**src/rtl/sa_tile_sequencer_if.sv**
```systemverilog
// Command and SRAM-control bundle for sa_tile_sequencer.
// The master side is the host that drives the commands. The slave side is the sequencer.
interface sa_tile_sequencer_if #(
    parameter int NUM_ROW              = 4,
    parameter int LOG2_SRAM_BANK_DEPTH = 5,
    parameter int K_WIDTH              = 8,
    parameter int CTRL_WIDTH           = 4
);
    localparam int ROW_W = (NUM_ROW > 1) ? $clog2(NUM_ROW) : 1;

    // Handshake: i_start is a one-cycle request and is honoured only while o_busy is low.
    // On acceptance, i_k_len and the three bases are captured. Every accepted request ends
    // with exactly one o_done pulse, except when the pass is cut short by i_abort or reset.
    logic                            i_start;
    logic                            i_abort;
    logic [K_WIDTH-1:0]              i_k_len;
    logic [LOG2_SRAM_BANK_DEPTH-1:0] i_top_base;
    logic [LOG2_SRAM_BANK_DEPTH-1:0] i_left_base;
    logic [LOG2_SRAM_BANK_DEPTH-1:0] i_down_base;
    logic [CTRL_WIDTH-1:0]           o_ctrl_state;
    logic                            o_acc_clr;
    logic                            o_top_rd_en;
    logic [LOG2_SRAM_BANK_DEPTH-1:0] o_top_rd_addr;
    logic                            o_left_rd_en;
    logic [LOG2_SRAM_BANK_DEPTH-1:0] o_left_rd_addr;
    logic                            o_down_wr_en;
    logic [LOG2_SRAM_BANK_DEPTH-1:0] o_down_wr_addr;
    logic [ROW_W-1:0]                o_row_sel;
    logic                            o_busy;
    logic                            o_done;

    modport master (
        output i_start, i_abort, i_k_len, i_top_base, i_left_base, i_down_base,
        input  o_ctrl_state, o_acc_clr, o_top_rd_en, o_top_rd_addr, o_left_rd_en,
               o_left_rd_addr, o_down_wr_en, o_down_wr_addr, o_row_sel, o_busy, o_done
    );

    modport slave (
        input  i_start, i_abort, i_k_len, i_top_base, i_left_base, i_down_base,
        output o_ctrl_state, o_acc_clr, o_top_rd_en, o_top_rd_addr, o_left_rd_en,
               o_left_rd_addr, o_down_wr_en, o_down_wr_addr, o_row_sel, o_busy, o_done
    );
endinterface

```
**src/rtl/sa_tile_sequencer.sv**
```systemverilog
// Tile-pass controller for the systolic array.
// A pass runs clear, K-deep operand streaming, skew drain, then row-by-row writeback.
module sa_tile_sequencer #(
    parameter int NUM_ROW              = 4,
    parameter int NUM_COL              = 4,
    parameter int LOG2_SRAM_BANK_DEPTH = 5,
    parameter int K_WIDTH              = 8,
    parameter int CTRL_WIDTH           = 4,
    parameter int SRAM_RD_LAT          = 1
) (
    input logic                clk,
    input logic                rst_n,
    sa_tile_sequencer_if.slave ctrl
);
    localparam int AW        = LOG2_SRAM_BANK_DEPTH;
    localparam int ROW_W     = (NUM_ROW > 1) ? $clog2(NUM_ROW) : 1;
    localparam int DRAIN_LEN = NUM_ROW + NUM_COL - 1 + SRAM_RD_LAT;
    localparam int PHASE_W   = $clog2(DRAIN_LEN + NUM_ROW + 1);
    localparam int CNT_W0    = (K_WIDTH > PHASE_W) ? K_WIDTH : PHASE_W;
    localparam int CNT_W     = (CNT_W0 > AW) ? CNT_W0 : AW;
    localparam logic [CNT_W-1:0] DRAIN_LAST = CNT_W'(DRAIN_LEN - 1);
    localparam logic [CNT_W-1:0] WB_LAST    = CNT_W'(NUM_ROW - 1);

    typedef enum logic [CTRL_WIDTH-1:0] {
        S_IDLE,
        S_WARMUP,
        S_STEADY,
        S_DRAIN,
        S_WB
    } state_t;

    state_t             state, state_d;
    logic [CNT_W-1:0]   cnt, cnt_d;
    logic [K_WIDTH-1:0] k_q, k_d;
    logic [AW-1:0]      top_base_q, top_base_d;
    logic [AW-1:0]      left_base_q, left_base_d;
    logic [AW-1:0]      down_base_q, down_base_d;
    logic [CNT_W-1:0]   k_last;
    logic               done_d;

    logic               acc_clr, top_rd_en, left_rd_en, down_wr_en, busy, done;
    logic [AW-1:0]      top_rd_addr, left_rd_addr, down_wr_addr;
    logic [ROW_W-1:0]   row_sel;

    assign k_last = CNT_W'(k_q) - CNT_W'(1);

    always_comb begin
        state_d     = state;
        cnt_d       = cnt;
        k_d         = k_q;
        top_base_d  = top_base_q;
        left_base_d = left_base_q;
        down_base_d = down_base_q;
        done_d      = 1'b0;
        if (state != S_IDLE && ctrl.i_abort) begin
            state_d = S_IDLE;
            cnt_d   = '0;
        end else begin
            case (state)
                S_IDLE: begin
                    // Abort wins over a simultaneous start.
                    if (ctrl.i_start && !ctrl.i_abort) begin
                        k_d         = ctrl.i_k_len;
                        top_base_d  = ctrl.i_top_base;
                        left_base_d = ctrl.i_left_base;
                        down_base_d = ctrl.i_down_base;
                        cnt_d       = '0;
                        if (ctrl.i_k_len == '0) done_d  = 1'b1;
                        else                    state_d = S_WARMUP;
                    end
                end
                S_WARMUP: begin
                    state_d = S_STEADY;
                    cnt_d   = '0;
                end
                S_STEADY: begin
                    if (cnt == k_last) begin
                        state_d = S_DRAIN;
                        cnt_d   = '0;
                    end else begin
                        cnt_d = cnt + 1'b1;
                    end
                end
                S_DRAIN: begin
                    if (cnt == DRAIN_LAST) begin
                        state_d = S_WB;
                        cnt_d   = '0;
                    end else begin
                        cnt_d = cnt + 1'b1;
                    end
                end
                S_WB: begin
                    if (cnt == WB_LAST) begin
                        state_d = S_IDLE;
                        cnt_d   = '0;
                        done_d  = 1'b1;
                    end else begin
                        cnt_d = cnt + 1'b1;
                    end
                end
                default: begin
                    state_d = S_IDLE;
                    cnt_d   = '0;
                end
            endcase
        end
    end

    always_ff @(posedge clk) begin
        if (!rst_n) begin
            state        <= S_IDLE;
            cnt          <= '0;
            k_q          <= '0;
            top_base_q   <= '0;
            left_base_q  <= '0;
            down_base_q  <= '0;
            acc_clr      <= 1'b0;
            top_rd_en    <= 1'b0;
            left_rd_en   <= 1'b0;
            down_wr_en   <= 1'b0;
            top_rd_addr  <= '0;
            left_rd_addr <= '0;
            down_wr_addr <= '0;
            row_sel      <= '0;
            busy         <= 1'b0;
            done         <= 1'b0;
        end else begin
            state       <= state_d;
            cnt         <= cnt_d;
            k_q         <= k_d;
            top_base_q  <= top_base_d;
            left_base_q <= left_base_d;
            down_base_q <= down_base_d;
            acc_clr     <= (state_d == S_WARMUP);
            top_rd_en   <= (state_d == S_STEADY);
            left_rd_en  <= (state_d == S_STEADY);
            down_wr_en  <= (state_d == S_WB);
            busy        <= (state_d != S_IDLE);
            done        <= done_d;
            // Addresses hold their last value outside the phase that drives them.
            // Truncating the counter gives the modulo-depth wrap.
            if (state_d == S_STEADY) begin
                top_rd_addr  <= top_base_q + cnt_d[AW-1:0];
                left_rd_addr <= left_base_q + cnt_d[AW-1:0];
            end
            if (state_d == S_WB) begin
                down_wr_addr <= down_base_q + cnt_d[AW-1:0];
                row_sel      <= cnt_d[ROW_W-1:0];
            end
        end
    end

    assign ctrl.o_ctrl_state   = state;
    assign ctrl.o_acc_clr      = acc_clr;
    assign ctrl.o_top_rd_en    = top_rd_en;
    assign ctrl.o_top_rd_addr  = top_rd_addr;
    assign ctrl.o_left_rd_en   = left_rd_en;
    assign ctrl.o_left_rd_addr = left_rd_addr;
    assign ctrl.o_down_wr_en   = down_wr_en;
    assign ctrl.o_down_wr_addr = down_wr_addr;
    assign ctrl.o_row_sel      = row_sel;
    assign ctrl.o_busy         = busy;
    assign ctrl.o_done         = done;
endmodule

```
**src/flat_wrapper.sv**
```systemverilog
// flat-port wrapper written by rule: the top's interface ports become plain ports
module sa_tile_sequencer_flat 
#(
    parameter int NUM_ROW              = 4,
    parameter int NUM_COL              = 4,
    parameter int LOG2_SRAM_BANK_DEPTH = 5,
    parameter int K_WIDTH              = 8,
    parameter int CTRL_WIDTH           = 4,
    parameter int SRAM_RD_LAT          = 1
)
  (clk, rst_n, ctrl_i_start, ctrl_i_abort, ctrl_i_k_len, ctrl_i_top_base, ctrl_i_left_base, ctrl_i_down_base, ctrl_o_ctrl_state, ctrl_o_acc_clr, ctrl_o_top_rd_en, ctrl_o_top_rd_addr, ctrl_o_left_rd_en, ctrl_o_left_rd_addr, ctrl_o_down_wr_en, ctrl_o_down_wr_addr, ctrl_o_row_sel, ctrl_o_busy, ctrl_o_done);
  sa_tile_sequencer_if #(.NUM_ROW(NUM_ROW), .LOG2_SRAM_BANK_DEPTH(LOG2_SRAM_BANK_DEPTH), .K_WIDTH(K_WIDTH), .CTRL_WIDTH(CTRL_WIDTH)) ctrl_i ();
  input logic clk;
  input logic rst_n;
  input wire logic [$bits(ctrl_i.i_start)-1:0] ctrl_i_start;
  input wire logic [$bits(ctrl_i.i_abort)-1:0] ctrl_i_abort;
  input wire logic [$bits(ctrl_i.i_k_len)-1:0] ctrl_i_k_len;
  input wire logic [$bits(ctrl_i.i_top_base)-1:0] ctrl_i_top_base;
  input wire logic [$bits(ctrl_i.i_left_base)-1:0] ctrl_i_left_base;
  input wire logic [$bits(ctrl_i.i_down_base)-1:0] ctrl_i_down_base;
  output wire logic [$bits(ctrl_i.o_ctrl_state)-1:0] ctrl_o_ctrl_state;
  output wire logic [$bits(ctrl_i.o_acc_clr)-1:0] ctrl_o_acc_clr;
  output wire logic [$bits(ctrl_i.o_top_rd_en)-1:0] ctrl_o_top_rd_en;
  output wire logic [$bits(ctrl_i.o_top_rd_addr)-1:0] ctrl_o_top_rd_addr;
  output wire logic [$bits(ctrl_i.o_left_rd_en)-1:0] ctrl_o_left_rd_en;
  output wire logic [$bits(ctrl_i.o_left_rd_addr)-1:0] ctrl_o_left_rd_addr;
  output wire logic [$bits(ctrl_i.o_down_wr_en)-1:0] ctrl_o_down_wr_en;
  output wire logic [$bits(ctrl_i.o_down_wr_addr)-1:0] ctrl_o_down_wr_addr;
  output wire logic [$bits(ctrl_i.o_row_sel)-1:0] ctrl_o_row_sel;
  output wire logic [$bits(ctrl_i.o_busy)-1:0] ctrl_o_busy;
  output wire logic [$bits(ctrl_i.o_done)-1:0] ctrl_o_done;
  assign ctrl_i.i_start = ctrl_i_start;
  assign ctrl_i.i_abort = ctrl_i_abort;
  assign ctrl_i.i_k_len = ctrl_i_k_len;
  assign ctrl_i.i_top_base = ctrl_i_top_base;
  assign ctrl_i.i_left_base = ctrl_i_left_base;
  assign ctrl_i.i_down_base = ctrl_i_down_base;
  assign ctrl_o_ctrl_state = ctrl_i.o_ctrl_state;
  assign ctrl_o_acc_clr = ctrl_i.o_acc_clr;
  assign ctrl_o_top_rd_en = ctrl_i.o_top_rd_en;
  assign ctrl_o_top_rd_addr = ctrl_i.o_top_rd_addr;
  assign ctrl_o_left_rd_en = ctrl_i.o_left_rd_en;
  assign ctrl_o_left_rd_addr = ctrl_i.o_left_rd_addr;
  assign ctrl_o_down_wr_en = ctrl_i.o_down_wr_en;
  assign ctrl_o_down_wr_addr = ctrl_i.o_down_wr_addr;
  assign ctrl_o_row_sel = ctrl_i.o_row_sel;
  assign ctrl_o_busy = ctrl_i.o_busy;
  assign ctrl_o_done = ctrl_i.o_done;
  sa_tile_sequencer #(.NUM_ROW(NUM_ROW), .NUM_COL(NUM_COL), .LOG2_SRAM_BANK_DEPTH(LOG2_SRAM_BANK_DEPTH), .K_WIDTH(K_WIDTH), .CTRL_WIDTH(CTRL_WIDTH), .SRAM_RD_LAT(SRAM_RD_LAT)) u_core (.clk(clk), .rst_n(rst_n), .ctrl(ctrl_i));
endmodule
```
**config.mk**
```make
export PLATFORM = sky130hd
export DESIGN_NAME = sa_tile_sequencer_flat
export DESIGN_NICKNAME = d
export VERILOG_FILES = /design/src/rtl/sa_tile_sequencer_if.sv /design/src/rtl/sa_tile_sequencer.sv /design/src/flat_wrapper.sv
export SDC_FILE = /design/constraint.sdc
export NUM_CORES = 1
export LEC_CHECK = 0
export BUFFER_PORTS_ARGS = -buffer_cell sky130_fd_sc_hd__buf_4
export CORE_MARGIN = 2
export CORE_UTILIZATION = 48
export CTS_BUF_LIST = sky130_fd_sc_hd__clkbuf_2
export DETAILED_ROUTE_END_ITERATION = 16
export PLACE_DENSITY = 0.69
export RECOVER_POWER = 25
export SLEW_MARGIN = 15
export SYNTH_ARGS = -nofsm -noshare
export SYNTH_HDL_FRONTEND = slang
export SYNTH_SLANG_ARGS = --single-unit
```
**constraint.sdc**
```tcl
create_clock -name clk -period 7.9 [get_ports clk]
set_clock_uncertainty 0.15 [all_clocks]
set_input_delay 0.79 -clock clk [delete_from_list [all_inputs] [get_ports clk]]
set_output_delay 0.79 -clock clk [all_outputs]
set_load 0.02 [all_outputs]
```
* Word level (Yosys, flattened, before mapping)
Cells that the tools add are included.
Storage, ports and cells: input bits 27, word-level logic and storage cells 60, output and inout bits 27, bits in registers 57
Cells by class: $add $sub $neg 5, mux-type cells 17, bitwise logic cells 2, equal/unequal tests 11, reduce and logical (&&, ||, !) cells 9
Operator list (number):
- two-way mux 8 bit | 4
- one-hot mux 8 bit (4 select lines) | 1
- two-way mux 4 bit | 6
- one-hot mux 4 bit (5 select lines) | 1
- adder 5 bit | 3
- equality test 4 x 2 -> 1 bit (second input constant) | 3
- adder 8 x 1 -> 8 bit (second input constant) | 1
- equality test 4 x 1 -> 1 bit (second input constant) | 2
- equality test 4 x 3 -> 1 bit (second input constant) | 2
- equality test 8 x 2 -> 1 bit (second input constant) | 1
- equality test 8 x 3 -> 1 bit (second input constant) | 1
- equality test 8 bit | 1
- zero test 8 bit | 1
- nonzero test 4 bit | 2
- subtractor 8 x 1 -> 8 bit (second input constant) | 1
- two-way mux 5 bit | 1
- zero test 4 bit | 1
- two-way mux 1 bit | 3
- AND reduction 3 bit | 1
- logical AND 1 bit | 2
- inequality test 2 x 1 -> 1 bit (second input constant) | 1
- NOT 1 bit | 2
- one-hot mux 1 bit (2 select lines) | 1
- OR reduction 2 bit | 1
- zero test 1 bit | 1

* Logic depth before layout (Yosys ltp)
word-level depth 6, mapped depth 20, mapped depth without buffers 19

* Least setup slack after synthesis
No wires, ideal clock.
kind reg2reg, start point register u_core.k_q[0], end point register u_core.down_wr_addr[4] (netlist: u_core.ctrl.o_down_wr_addr[4]), path slack 3.997 ns, cell stages (with the launch flop) 19, buffers on the path 1, data required time 7.667 ns, data arrival time 3.671 ns, cell sequence dfxtp_1 -> inv_1 -> ha_1 -> xnor2_1 -> a311oi_1 -> o2111ai_2 -> o21ai_2 -> buf_6 -> a21boi_0 -> or2_2 -> and2_1 -> fa_1 -> a21o_1 -> a21oi_1 -> xor2_1 -> nor2_1 -> nand2_1 -> or4_1 -> o221ai_1
Between the ends: cells in the longest elaborated chain, start to end 6
Ends and longest elaborated chain:
- from (decl) | RTL line sa_tile_sequencer.sv:34 | logic [K_WIDTH-1:0] k_q, k_d;
- from (signal assigned) | RTL line sa_tile_sequencer.sv:130 | k_q <= k_d;
- subtractor 8 x 1 -> 8 bit | RTL line sa_tile_sequencer.sv:45 | assign k_last = CNT_W'(k_q) - CNT_W'(1);
- equality test 8 bit | RTL line sa_tile_sequencer.sv:77 | if (cnt == k_last) begin
- two-way mux 8 bit | RTL line sa_tile_sequencer.sv:77
- one-hot mux 8 bit (4 select lines) | RTL line sa_tile_sequencer.sv:59 | case (state)
- two-way mux 5 bit | RTL line sa_tile_sequencer.sv:55 | if (state != S_IDLE && ctrl.i_abort) begin
- via u_core.cnt_d[1] | RTL line sa_tile_sequencer.sv:33 | logic [CNT_W-1:0] cnt, cnt_d;
- adder 5 bit | RTL line sa_tile_sequencer.sv:147 | down_wr_addr <= down_base_q + cnt_d[AW-1:0];
- to (signal assigned) | RTL line sa_tile_sequencer.sv:147
- to (decl) | RTL line sa_tile_sequencer.sv:42 | logic [AW-1:0] top_rd_addr, left_rd_addr, down_wr_addr;
The timed path passes the listed nets, and every way through them passes these cells. A chain may end at the register's enable or synchronous reset.

* Worst setup path after layout
Same ends and word-level chain as after synthesis.

==> run summary <==
status = completed
power per cell area = 136.3 mW/mm²
Via density = 5.588
Routed Wire Length = 7534 µm
share of cells above drive strength 1 = 14.25%
Lkg Pwr = 0.001369 µW
Total GRT Usage = 21.84%
kind of start point of the critical path = register
GRT overflow = 0
Post-synth ARST share = 0%
Seq pwr share = 60.9%
Setup CP Type = reg2reg
worst-case clock buffer depth = 2
Initial Util = 49.73%
Synth Warn # = 0
first-pass GRT wire length = 12770 µm
R2R Path Start = u_core.k_q[0]$_SDFFE_PN0P_
Synth cell types = 63
clock sinks = 57
antenna cells = 0
hold_buf cts = 0
Iter 0 DRT Violations = 288
total number of vias = 2822
R2R depth = 18
reg2reg end = u_core.ctrl.o_down_wr_addr[4]$_SDFFE_PN0P_
CTS-repair resized insts = 0
Hold Startpoint = u_core.left_base_q[0]$_SDFFE_PN0P_
Setup-failing EPs final = 0
I/O Pins = 54
cell internal pwr = 351.0 µW
worst path arrival time = 4.73 ns
Post-CTS Setup Bufs = 0
Peak VDD IR = 0.0001219 V
Synth Register Bits = 57
sequential element share of the synthesized area = 35.93%
Worst setup EP type = register
CP Max Fanout = 11
Hold Path End = u_core.left_base_q[0]$_SDFFE_PN0P_
switch share = 28.06%
Min-Delay Path Class = reg2reg
vias in the first global route = 2654
RSZ-0062 raised after global routing = no
post-DR wirelength/cell = 14.92 µm
Tcrit/Tclk final = 56.43%
number of flops mapped to enable cells by yosys = 0
Syn Nets = 421
# DRC = 0
area of the die = 0.007282 mm²
initial antenna violation count = 0
gpl congestion = 0.9032
total CTS buffers = 9
logic gate share of total power = 9.9%
Slew Viols, Final = 0
total negative slack = 0 ns
Fin. Hold Viols = 0
Cells after Synth = 377
FMAX = 224.3 MHz
pin count of the biggest net entering global routing = 43
number of port buffers = 53
R2R Setup Slk = 3.44 ns
worst rel slew slack = 31.26%
data required time at the worst endpoint = 8.17 ns
Clock Latency Late Sink = 0.46 ns
switching pwr = 136.9 µW
clock power share = 29.2%
Critical Path Source = u_core.k_q[0]$_SDFFE_PN0P_
CTS tree = yes
area of the core = 0.006386 mm²
slew at the pin closest to its max-slew limit = 1.028 ns
CTS root buf = clkbuf_2
final antenna-violating net count = 0
post-detail-place hpwl = 5411 µm
Hold Path Stages = 2
number of H-tree levels = 3
Die H = 85.34 µm
max cap viols = 0
# nets final = 468
minimum clock period = 4.458 ns
Worst-path clk slew = 0.18 ns
TritonRoute pass-1 iters = 4
mapped cell area = 0.003176 mm²
WHS = 0.3246 ns
DIE WIDTH = 85.34 µm
Avg Cell Area, Syn = 8.423 µm²
Top FF cell, synth = dfxtp_1
Layout area overhead = 12.73%
row cnt = 29
power groups by stage:
stage	clock, µW	combinational [µW]	sequential, µW
after global routing	160	53.6	298
final	143	48.1	297
after detailed placement	0	48.3	303
after global placement	0	47.9	303
after CTS	145	48.4	297
after floorplan	0	30.2	302
cell usage in the layout (no fill, tap or decap), types with 4 or more instances in the layout:
cell type,synthesis,routed
nor2_1,31,31
and2_1,6,6
a21o_1,4,4
buf_4,1,36
xnor2_1,10,10
dfxtp_1,57,57
inv_1,8,8
mux2i_1,9,9
nand2_1,66,66
nand3_1,5,5
xor2_1,4,4
a21oi_1,45,45
clkbuf_2,0,10
nor2b_1,6,6
nand3b_1,4,4
o21ai_0,7,7
or4_1,3,4
a211oi_1,6,6
ha_1,14,14
nand2b_1,5,5
clkbuf_1,13,19
nor3_1,6,6
and3_1,4,4
critical path, cell delays in order (launching register included):
cell	delay (ns)
dfxtp_1	0.46
inv_1	0.07
ha_1	0.31
xnor2_1	0.13
a311oi_1	0.28
o2111ai_2	0.22
o21ai_2	0.47
a21oi_1	0.14
a21oi_1	0.31
nor2_1	0.19
ha_1	0.25
fa_1	0.41
a21o_1	0.17
a21oi_1	0.16
xor2_1	0.10
nor2_1	0.09
nand2_1	0.05
or4_1	0.39
o221ai_1	0.08
flip-flops by register name (all words and copies together), names as in the netlist:
name                        cells
u_core.cnt                      8
u_core.ctrl.o_left_rd_addr      5
u_core.ctrl.o_left_rd_en        1
u_core.left_base_q              5
u_core.ctrl.o_top_rd_addr       5
u_core.ctrl.o_down_wr_en        1
u_core.ctrl.o_row_sel           2
u_core.ctrl.o_done              1
u_core.k_q                      8
u_core.ctrl.o_down_wr_addr      5
u_core.down_base_q              5
u_core.top_base_q               5
u_core.ctrl.o_acc_clr           1
u_core.ctrl.o_busy              1
u_core.ctrl.o_ctrl_state        4
cells in the mapped netlist (all sizes together), types with 4 or more instances:
| cell | n | area, µm² |
|---|---|---|
| nand2 | 66 | 247.7 |
| dfxtp | 57 | 1141 |
| a21oi | 45 | 225.2 |
| nor2 | 31 | 116.4 |
| ha | 14 | 175.2 |
| clkbuf | 13 | 48.80 |
| xnor2 | 10 | 87.58 |
| mux2i | 9 | 90.09 |
| o21ai | 9 | 48.79 |
| a211oi | 8 | 85.08 |
| inv | 8 | 30.03 |
| and2 | 6 | 37.54 |
| buf | 6 | 55.05 |
| nor2b | 6 | 37.54 |
| nor3 | 6 | 30.03 |
| and3 | 5 | 32.53 |
| nand2b | 5 | 31.28 |
| nand3 | 5 | 25.02 |
| or4 | 5 | 45.04 |
| a2111oi | 4 | 53.81 |
| a21o | 4 | 30.03 |
| nand3b | 4 | 30.03 |
| xor2 | 4 | 35.03 |
per-stage QoR:
step | std cells | setup slack (ns) | utilization, % | power (µW) | instance area [µm²]
2_1_floorplan | 377 | 3.997 | - | 332.5 | 3176
3_3_place_gp | 490 | 3.542 | 56.07 | 351.2 | 3581
3_5_place_dp | 490 | 3.493 | 56.07 | 351.6 | 3581
4_1_cts | 505 | 3.478 | 57.23 | 490.2 | 3655
5_1_grt | 505 | 3.068 | 56.05 | 512.4 | 3580
6_report | 505 | 3.442 | 56.05 | 487.9 | 3580
how the worst max path moves through the flow:
stage	endpoint	slack, ns
6_report	u_core.ctrl.o_down_wr_addr[4]$_SDFFE_PN0P_	3.44
3_3_place_gp	u_core.ctrl.o_down_wr_addr[4]$_SDFFE_PN0P_	3.54
4_1_cts	u_core.ctrl.o_down_wr_addr[4]$_SDFFE_PN0P_	3.48
5_1_grt	u_core.ctrl.o_down_wr_addr[4]$_SDFFE_PN0P_	3.07
3_5_place_dp	u_core.ctrl.o_down_wr_addr[4]$_SDFFE_PN0P_	3.49
2_1_floorplan	u_core.ctrl.o_down_wr_addr[4]$_SDFFE_PN0P_	4.00
cells by family after synthesis:
group                    synth area share (%)
adder cells (fa/ha/maj)                 7.408
AO/OA/AOI/OAI                           21.59
flip-flops                              35.93
multiplexers                            2.837
buffers and inverters                   4.216
other                                  0.1181
AND/OR/NAND/NOR                         23.33
XOR/XNOR                                4.570
layout make-up:
| class | count | area (µm²) |
|---|---|---|
| Fill cell | 609 | 2806 |
| Multi-Input combinational cell | 293 | 1897 |
| Timing Repair Buffer | 55 | 341.6 |
| Sequential cell | 57 | 1141 |
| Clock buffer | 10 | 50.05 |
| Clock inverter | 5 | 23.77 |
| Tap cell | 77 | 96.34 |
| Inverter | 8 | 30.03 |
routing by layer:
layer / part of all wire [%] / global-route usage, %
met1: 48 / 31.18
met2: 44 / 33.45
met3: 6.3 / 4.280
met4: 1.4 / 6.494
met5: 0 / 0
Note: power is estimated with default switching activity, not from simulation.
